### config.mk
export PLATFORM = sky130hd
export DESIGN_NAME = uart_tx_frame
export DESIGN_NICKNAME = d
export VERILOG_FILES = /design/src/rtl/uart_pkg.sv /design/src/rtl/uart_tx_parity.sv /design/src/rtl/uart_tx_frame.sv
export SDC_FILE = /design/constraint.sdc
export NUM_CORES = 1
export LEC_CHECK = 0
export ABC_AREA = 1
export BUFFER_PORTS_ARGS = -buffer_cell sky130_fd_sc_hd__buf_2
export CORE_UTILIZATION = 25
export DETAILED_ROUTE_END_ITERATION = 10
export PLACE_DENSITY = 0.41
export SETUP_SLACK_MARGIN = 0.5
export SYNTH_ARGS = -nofsm -noshare
export SYNTH_HDL_FRONTEND = slang
export SYNTH_HIERARCHICAL = 1
export SYNTH_SLANG_ARGS = --single-unit
### constraint.sdc
create_clock -name CLK -period 2.7 [get_ports CLK]
set_clock_uncertainty 0.15 [all_clocks]
set_input_delay 0.675 -clock CLK [delete_from_list [all_inputs] [get_ports CLK]]
set_output_delay 0.675 -clock CLK [all_outputs]
set_load 0.005 [all_outputs]
### src/rtl/uart_pkg.sv
// UART shared definitions: FSM encoding, parity types and prescale floor.
// Imported by the TX frame path and the RX parity checker.
package uart_pkg;

  localparam int MIN_PRESCALE = 4;

  localparam logic PAR_EVEN = 1'b0;
  localparam logic PAR_ODD  = 1'b1;

  localparam int I_IDLE   = 0;
  localparam int I_START  = 1;
  localparam int I_DATA   = 2;
  localparam int I_PARITY = 3;
  localparam int I_STOP   = 4;

  typedef enum logic [4:0] {
    S_IDLE   = 5'b00001,
    S_START  = 5'b00010,
    S_DATA   = 5'b00100,
    S_PARITY = 5'b01000,
    S_STOP   = 5'b10000
  } state_e;

endpackage

### src/rtl/uart_tx_parity.sv
// Combinational parity of a latched data word.
// Shared between the TX framer and the RX parity checker.
module uart_tx_parity
  import uart_pkg::*;
#(
  parameter int DATA_W = 8
) (
  input  logic [DATA_W-1:0] data,
  input  logic              par_typ,
  output logic              par_bit
);

  assign par_bit = (par_typ == PAR_ODD) ? ~^data : ^data;

endmodule

### src/rtl/uart_tx_frame.sv
// UART transmitter: start, DATA_W bits LSB first, optional parity, stop.
// Each bit is held for the captured prescale count of CLK cycles.
module uart_tx_frame
  import uart_pkg::*;
#(
  parameter int DATA_W  = 8,
  parameter int PRESC_W = 6
) (
  input  logic               CLK,
  input  logic               RST,
  input  logic [DATA_W-1:0]  P_DATA,
  input  logic               Data_Valid,
  input  logic               PAR_EN,
  input  logic               PAR_TYP,
  input  logic [PRESC_W-1:0] Prescale,
  output logic               TX_OUT,
  output logic               busy
);

  localparam int BIT_W = (DATA_W > 1) ? $clog2(DATA_W) : 1;

  state_e             state_q;
  state_e             state_n;
  logic [PRESC_W-1:0] edge_q;
  logic [PRESC_W-1:0] edge_n;
  logic [PRESC_W-1:0] presc_q;
  logic [PRESC_W-1:0] presc_in;
  logic [BIT_W-1:0]   bit_q;
  logic [BIT_W-1:0]   bit_n;
  logic [DATA_W-1:0]  data_q;
  logic [DATA_W-1:0]  shift_q;
  logic [DATA_W-1:0]  shift_n;
  logic               par_en_q;
  logic               par_typ_q;
  logic               par_bit;
  logic               bit_end;
  logic               last_bit;
  logic               accept;
  logic               tx_d;
  logic               busy_d;

  // Prescale below the floor would give too few samples at the receiver
  assign presc_in = (Prescale < PRESC_W'(MIN_PRESCALE))
                  ? PRESC_W'(MIN_PRESCALE) : Prescale;

  assign bit_end  = edge_q == (presc_q - PRESC_W'(1));
  assign last_bit = bit_q == BIT_W'(DATA_W - 1);
  assign accept   = Data_Valid &
                    (state_q[I_IDLE] | (state_q[I_STOP] & bit_end));

  uart_tx_parity #(
    .DATA_W(DATA_W)
  ) u_parity (
    .data   (data_q),
    .par_typ(par_typ_q),
    .par_bit(par_bit)
  );

  always_ff @(posedge CLK or negedge RST) begin
    if (!RST) begin
      state_q   <= S_IDLE;
      edge_q    <= '0;
      bit_q     <= '0;
      shift_q   <= '0;
      data_q    <= '0;
      par_en_q  <= 1'b0;
      par_typ_q <= 1'b0;
      presc_q   <= '0;
      TX_OUT    <= 1'b1;
      busy      <= 1'b0;
    end else begin
      state_q <= state_n;
      edge_q  <= edge_n;
      bit_q   <= bit_n;
      shift_q <= shift_n;
      TX_OUT  <= tx_d;
      busy    <= busy_d;
      if (accept) begin
        data_q    <= P_DATA;
        par_en_q  <= PAR_EN;
        par_typ_q <= PAR_TYP;
        presc_q   <= presc_in;
      end
    end
  end

  always_comb begin
    state_n = state_q;
    edge_n  = edge_q;
    bit_n   = bit_q;
    shift_n = shift_q;
    if (!state_q[I_IDLE]) begin
      edge_n = bit_end ? '0 : edge_q + PRESC_W'(1);
    end
    unique case (1'b1)
      state_q[I_IDLE]: begin
        if (accept) begin
          state_n = S_START;
          bit_n   = '0;
          shift_n = P_DATA;
        end
      end
      state_q[I_START]: begin
        if (bit_end) state_n = S_DATA;
      end
      state_q[I_DATA]: begin
        if (bit_end) begin
          shift_n = shift_q >> 1;
          bit_n   = bit_q + BIT_W'(1);
          if (last_bit) begin
            state_n = par_en_q ? S_PARITY : S_STOP;
          end
        end
      end
      state_q[I_PARITY]: begin
        if (bit_end) state_n = S_STOP;
      end
      state_q[I_STOP]: begin
        if (bit_end) begin
          if (accept) begin
            state_n = S_START;
            bit_n   = '0;
            shift_n = P_DATA;
          end else begin
            state_n = S_IDLE;
          end
        end
      end
      default: begin
        state_n = S_IDLE;
        edge_n  = '0;
        bit_n   = '0;
      end
    endcase
  end

  // Outputs are decoded from the next state so they register in step with it
  always_comb begin
    tx_d   = 1'b1;
    busy_d = 1'b1;
    unique case (1'b1)
      state_n[I_IDLE]:   busy_d = 1'b0;
      state_n[I_START]:  tx_d   = 1'b0;
      state_n[I_DATA]:   tx_d   = shift_n[0];
      state_n[I_PARITY]: tx_d   = par_bit;
      state_n[I_STOP]:   tx_d   = 1'b1;
      default:           busy_d = 1'b0;
    endcase
  end

endmodule

Yosys cells after proc, flatten, opt, wreduce, memory -nomap -nowiden
Index checks and enable logic that the tools add are counted.
{"block": "word_totals", "reg_bits": 40, "in_bits": 19, "word_cells": 55}
{"block": "op_classes", "n_addsub": 3, "n_lt_le_gt_ge": 1, "n_eq_ne": 5, "n_mux": 23, "bitwise": 4, "reduce_logical": 8}
{"operator": "two-way mux 5 bit", "n": 5}
{"operator": "case mux 5 bit (5 select lines)", "n": 1}
{"operator": "two-way mux 6 bit", "n": 4}
{"operator": "two-way mux 8 bit", "n": 3}
{"operator": "case mux 8 bit (3 select lines)", "n": 1}
{"operator": "two-way mux 3 bit", "n": 4}
{"operator": "case mux 3 bit (4 select lines)", "n": 1}
{"operator": "XNOR reduction 8 bit", "n": 1}
{"operator": "parity 8 bit", "n": 1}
{"operator": "adder 6 x 1 -> 6 bit (second input constant)", "n": 1}
{"operator": "equality test 6 bit", "n": 1}
{"operator": "< comparator 6 x 3 -> 1 bit (second input constant)", "n": 1}
{"operator": "AND reduction 3 bit", "n": 2}
{"operator": "subtractor 6 x 1 -> 6 bit (second input constant)", "n": 1}
{"operator": "OR reduction 5 bit", "n": 1}
{"operator": "inequality test 2 x 1 -> 1 bit (second input constant)", "n": 2}
{"operator": "OR reduction 4 bit", "n": 1}
{"operator": "adder 3 x 1 -> 3 bit (second input constant)", "n": 1}
{"operator": "equality test 3 bit (second input constant)", "n": 1}
{"operator": "case mux 1 bit (3 select lines)", "n": 1}
{"operator": "nonzero test 3 bit", "n": 1}
{"operator": "AND 1 bit", "n": 2}
{"operator": "two-way mux 1 bit", "n": 2}
{"operator": "two-way mux 2 bit", "n": 1}
{"operator": "4 further kinds", "n": 4}

Logic depth before layout (Yosys ltp)
{"block": "logic_depth", "depth_word": 10, "depth_mapped": 17, "mapped_depth_nobuf": 17}

Modules after synthesis
The synthesis kept the hierarchy.
{"module": "uart_tx_frame", "n_inst": 1, "cells_per_inst": 272, "area_each_um2": 2200.9, "seq_area_each_um2": 1003.5}
{"module": "uart_tx_parity", "n_inst": 1, "cells_per_inst": 38, "area_each_um2": 163.9, "seq_area_each_um2": 0.0}

Worst setup path after synthesis
Ideal clock, no wire load.
{"block": "synth_timing", "kind": "flip-flop to flip-flop", "startpoint": "register presc_q[0]", "endpoint": "register shift_q[5]", "arrival_ps": 1849, "required_ps": 2437, "path_slack_ps": 588, "stages_incl_launch_ff": 17, "n_path_buf": 1, "period_less_slack_ps": 2112, "cell_sequence": "dfrtp_1 > inv_2 > ha_1 > inv_1 > nand2_1 > nand2_1 > nor2_4 > nand3_4 > nor2_8 > nand2_8 > nand2_8 > nand2_4 > buf_6 > a21oi_1 > o211ai_1 > nand2_1 > inv_1"}
{"block": "synth_via", "elab_chain_len": 8}
{"item": "from (decl)", "line_no": "uart_tx_frame.sv:26", "rtl": "logic [PRESC_W-1:0] presc_q;"}
{"item": "from (signal assigned)", "line_no": "uart_tx_frame.sv:82", "rtl": "presc_q <= presc_in;"}
{"item": "subtractor 6 x 1 -> 6 bit *", "line_no": "uart_tx_frame.sv:46", "rtl": "assign bit_end = edge_q == (presc_q - PRESC_W'(1));"}
{"item": "equality test 6 bit *", "line_no": "uart_tx_frame.sv:46"}
{"item": "AND 1 bit", "line_no": "uart_tx_frame.sv:49", "rtl": "(state_q[I_IDLE] | (state_q[I_STOP] & bit_end));"}
{"item": "bitwise OR 1 bit", "line_no": "uart_tx_frame.sv:49"}
{"item": "AND 1 bit", "line_no": "uart_tx_frame.sv:48", "rtl": "assign accept = Data_Valid &"}
{"item": "two-way mux 8 bit (2 in series)"}
{"item": "case mux 8 bit (3 select lines)"}
{"item": "to (signal assigned)", "line_no": "uart_tx_frame.sv:75", "rtl": "shift_q <= shift_n;"}
{"item": "to (decl)", "line_no": "uart_tx_frame.sv:31", "rtl": "logic [DATA_W-1:0] shift_q;"}
Every way passes the cells marked *; elsewhere a longest branch is shown, timed or not. The select of a mux whose other input is x is not followed.
A chain may end at the register's enable or synchronous reset.

Final worst setup path
{"block": "layout_timing", "startpoint": "register presc_q[0]", "endpoint": "register TX_OUT"}
{"block": "layout_via", "elab_chain_len": 9}
{"item": "subtractor 6 x 1 -> 6 bit *", "line_no": "uart_tx_frame.sv:46"}
{"item": "equality test 6 bit *", "line_no": "uart_tx_frame.sv:46"}
{"item": "AND 1 bit", "line_no": "uart_tx_frame.sv:49"}
{"item": "bitwise OR 1 bit", "line_no": "uart_tx_frame.sv:49"}
{"item": "AND 1 bit", "line_no": "uart_tx_frame.sv:48"}
{"item": "two-way mux 2 bit or two-way mux 8 bit (tied branches)", "line_no": "uart_tx_frame.sv:97, uart_tx_frame.sv:120"}
{"item": "two-way mux 5 bit or two-way mux 8 bit (tied branches)", "line_no": "uart_tx_frame.sv:119", "rtl": "if (bit_end) begin"}
{"item": "case mux 5 bit (5 select lines) or case mux 8 bit (3 select lines) (tied branches)", "line_no": "uart_tx_frame.sv:95", "rtl": "unique case (1'b1)"}
{"item": "case mux 1 bit (3 select lines) *", "line_no": "uart_tx_frame.sv:141", "rtl": "unique case (1'b1)"}
{"item": "via tx_d", "line_no": "uart_tx_frame.sv:39", "rtl": "logic tx_d;"}
{"item": "to (signal assigned)", "line_no": "uart_tx_frame.sv:76", "rtl": "TX_OUT <= tx_d;"}
{"item": "to (decl)", "line_no": "uart_tx_frame.sv:16", "rtl": "output logic TX_OUT,"}
Mark *: on every way through the listed nets, which the timed path passes. The rest lies on a longest branch. The select of a mux whose other input is x is not followed.

==> results.sh <==
export IMPL_rsz0062_at_grt="yes"
export IMPL_clock_latency_ns=0.30
export IMPL_place_congestion=0.7688
export IMPL_row_count=35
export IMPL_drt_iter0_drc=51
export IMPL_dp_hpwl_um=4095
export IMPL_status="finished clean"
export IMPL_vias=2035
export IMPL_p_sw_uw=1645
export IMPL_p_per_area_nw_per_um2=1200
export IMPL_grt_pass1_vias=1940
export IMPL_syn_inst=310
export IMPL_reg2reg_setup_slack_ns=0.54
export IMPL_synth_cell_types=33
export IMPL_synthesis_area_um2=2365
export IMPL_cts_sinks=40
export IMPL_critPathRequiredTime_ns=2.79
export IMPL_power_leakage_uw=0.001504
export IMPL_antenna_found_initial=0
export IMPL_yosys_top_cells_area="dfrtp_1 40%, nand2_1 17%, inv_1 6.5%, nand3_1 4.0%, nand2_2 2.4%"
export IMPL_r2r_end="TX_OUT"
export IMPL_ir_drop_mv=0.2659
export IMPL_whs_ns=0.1787
export IMPL_worstPathMaxFanout=8
export IMPL_syn_nets=333
export IMPL_grt_use_total=0.1192
export IMPL_worstSetupEndpointType="flop"
export IMPL_met3_usage=0.01687
export IMPL_ioPinCount=21
export IMPL_synth_seq_cells=40
export IMPL_grt_util_met2=0.2030
export IMPL_critPathArrivalTime_ns=2.25
export IMPL_reg2reg_from="presc_q[0]"
export IMPL_worst_setup_path_type="reg2reg"
export IMPL_htreeDepth=2
export IMPL_post_route_min_period_ns=2.162
export IMPL_grt_pass1_wl_um=9197
export IMPL_areaGrowthSynthToFinish_pct=25.77
export IMPL_drc=0
export IMPL_yosysSeqAreaShare=0.4243
export IMPL_drt_pass1_iterations=4
export IMPL_power_frac_comb=0.545
export IMPL_slew_violations=0
export IMPL_ff_latch_area_um2=1003
export IMPL_cts_tree="done"
export IMPL_yosysTopAreaCell="dfrtp_1"
export IMPL_portBuffers=20
export IMPL_start_kind="flop"
export IMPL_yosysWarningCount=6
export IMPL_die_h_um=99.26
export IMPL_finalNetCount=368
export IMPL_hold_buffers=0
export IMPL_grt_busiest_layer="met2"
export IMPL_max_freq_mhz=462.6
export IMPL_period_share=0.8006
export IMPL_cts_root_buf="clkbuf_8"
export IMPL_relSlewSlack=0.6645
export IMPL_power_frac_clock=0.142
export IMPL_cts_buffers_inserted=5
export IMPL_grt_max_degree=22
export IMPL_multi_input_area_um2=1325
export IMPL_worstMarginPinSlew_ns=0.5032
export IMPL_viasPerCell=4.453
export IMPL_synth_top_area_frac=0.4021
export IMPL_routed_wl_um=5579
export IMPL_die_area_um2=9852
export IMPL_dieWidth_um=99.26
export IMPL_drive_gt1_frac=0.2775
export IMPL_maxCapViolCount=0
export IMPL_pwr_share_seq=0.313
export IMPL_reg2reg_depth=15
export IMPL_internal_power_uw=1923
export IMPL_diodes=0
export IMPL_p_sw_frac=0.4611
export IMPL_overflow=0
export IMPL_hold_class="in2async"
export IMPL_fillers=960
export IMPL_core_area_um2=9196
export IMPL_clock_path_buffers=2
export IMPL_clk_pin_slew_worst_paths_ns=0.09
export IMPL_drtAntennaViolNets=0
export IMPL_syn_area_per_cell_um2=7.628
export IMPL_routedWlPerCell_um=12.21
export IMPL_setup_violations=0
export IMPL_setup_tns_ns=0
export IMPL_use_met1=0.1550
export IMPL_hold_viol=0
export IMPL_initial_core_util=0.2571
==> power by group through the flow <==
stage,combinational [uW],sequential [uW],clock [uW]
floorplan,1340,1060,0
global placement,1620,1120,0
detailed placement,1620,1120,0
CTS,1670,1110,526
global route,2200,1160,555
finish,1940,1120,507
==> metrics by stage <==
step	utilization	instance area, um^2	cells	power [uW]	worst slack, ns
6_report	0.3234	2974	457	3568	0.5384
5_1_grt	0.3234	2974	457	3909	0.4011
4_1_cts	0.3008	2766	452	3302	0.5148
3_5_place_dp	0.2834	2606	440	2737	0.2891
3_3_place_gp	0.2834	2606	440	2746	0.3295
2_1_floorplan	-	2365	310	2399	0.5883
==> how the worst max path moves through the flow <==
| stage | cells past startpoint | endpoint | from |
|---|---|---|---|
| after CTS | 14 | TX_OUT | presc_q[0] |
| after global placement | 14 | TX_OUT | presc_q[0] |
| after floorplan | 16 | shift_q[5] | presc_q[0] |
| after detailed placement | 14 | TX_OUT | presc_q[0] |
| final | 15 | TX_OUT | presc_q[0] |
| after global routing | 15 | shift_q[6] | presc_q[0] |
==> cell usage in the layout (no fill, tap or decap), types with 6 or more instances in the layout <==
cell     netlist  final
buf_2          2     20
inv_2          6      8
nand2_2        9     13
a21oi_2        0      6
o21ai_1        6      6
buf_4          0      6
nor2_1        13     12
nand3_1       19     17
inv_1         41     39
dfrtp_1       38     38
nand2_1      108    101
o21ai_0        9      8
==> final cells by class <==
class,count,share of cell area
clock inverter,3,0.01430
timing repair buffer,31,0.07362
tap,111,0.04670
sequential,40,0.3374
clock buffer,5,0.02314
inverter,47,0.05932
multi-input combinational,220,0.4455
==> logic make-up (layout without fill, tap and decap cells) <==
group,after synthesis,count (layout),share of synthesized area
buffers and inverters,51,86,0.08836
adder cells (fa/ha/maj),4,4,0.02116
XOR/XNOR,7,7,0.02593
AO/OA/AOI/OAI,42,42,0.1032
flip-flops,40,40,0.4243
AND/OR/NAND/NOR,166,167,0.3370
==> worst max-delay path: stages (launching register included) <==
cell and delay, ns:
dfrtp_1 0.38, inv_2 0.07, ha_4 0.27, inv_2 0.03, nand2_2 0.04, nand2_2 0.06, nor2_4 0.12, nand3_4 0.09
nor2_8 0.20, nand2_8 0.12, nand2_8 0.13, nand2_1 0.07, a21oi_2 0.18, nand2_2 0.07, nand3_2 0.06, nand2_1 0.05
==> state kept, by name, summed over array words and instances (netlist names) <==
name / flops
TX_OUT: 1
busy: 1
shift_q: 8
presc_q: 6
par_en_q: 1
data_q: 8
par_typ_q: 1
bit_q: 3
state_q: 5
edge_q: 6
==> layer usage <==
layer / share of wire / vias to the layer above / routed length, um
li1: - / 1049 / -
met1: 0.47 / 961 / 2648
met2: 0.50 / 20 / 2765
met3: 0.015 / 5 / 82
met4: 0.015 / 0 / 82
met5: 0 / - / 0
==> synth_stat cells (all sizes together) <==
cell,n
nand2,122
inv,47
dfrtp,38
nand3,22
nor2,18
o21ai,16
a21oi,11
o211ai,5
o22ai,5
xor2,5
buf,4
ha,4
a21boi,2
dfstp,2
o21a,2
or2,2
xnor2,2
a31oi,1
nand4,1
nor3,1
==> timing repair <==
| action | CTS | global route |
|---|---|---|
| pin swaps | 4 | 16 |
| gates resized for setup | 4 | 35 |
| endpoints found under the hold margin | 0 | 0 |
| cloned | 0 | 1 |
| endpoints found under the setup margin | 23 | 24 |
| setup buffers | 4 | 4 |
Note: power is estimated with default switching activity, not from simulation.
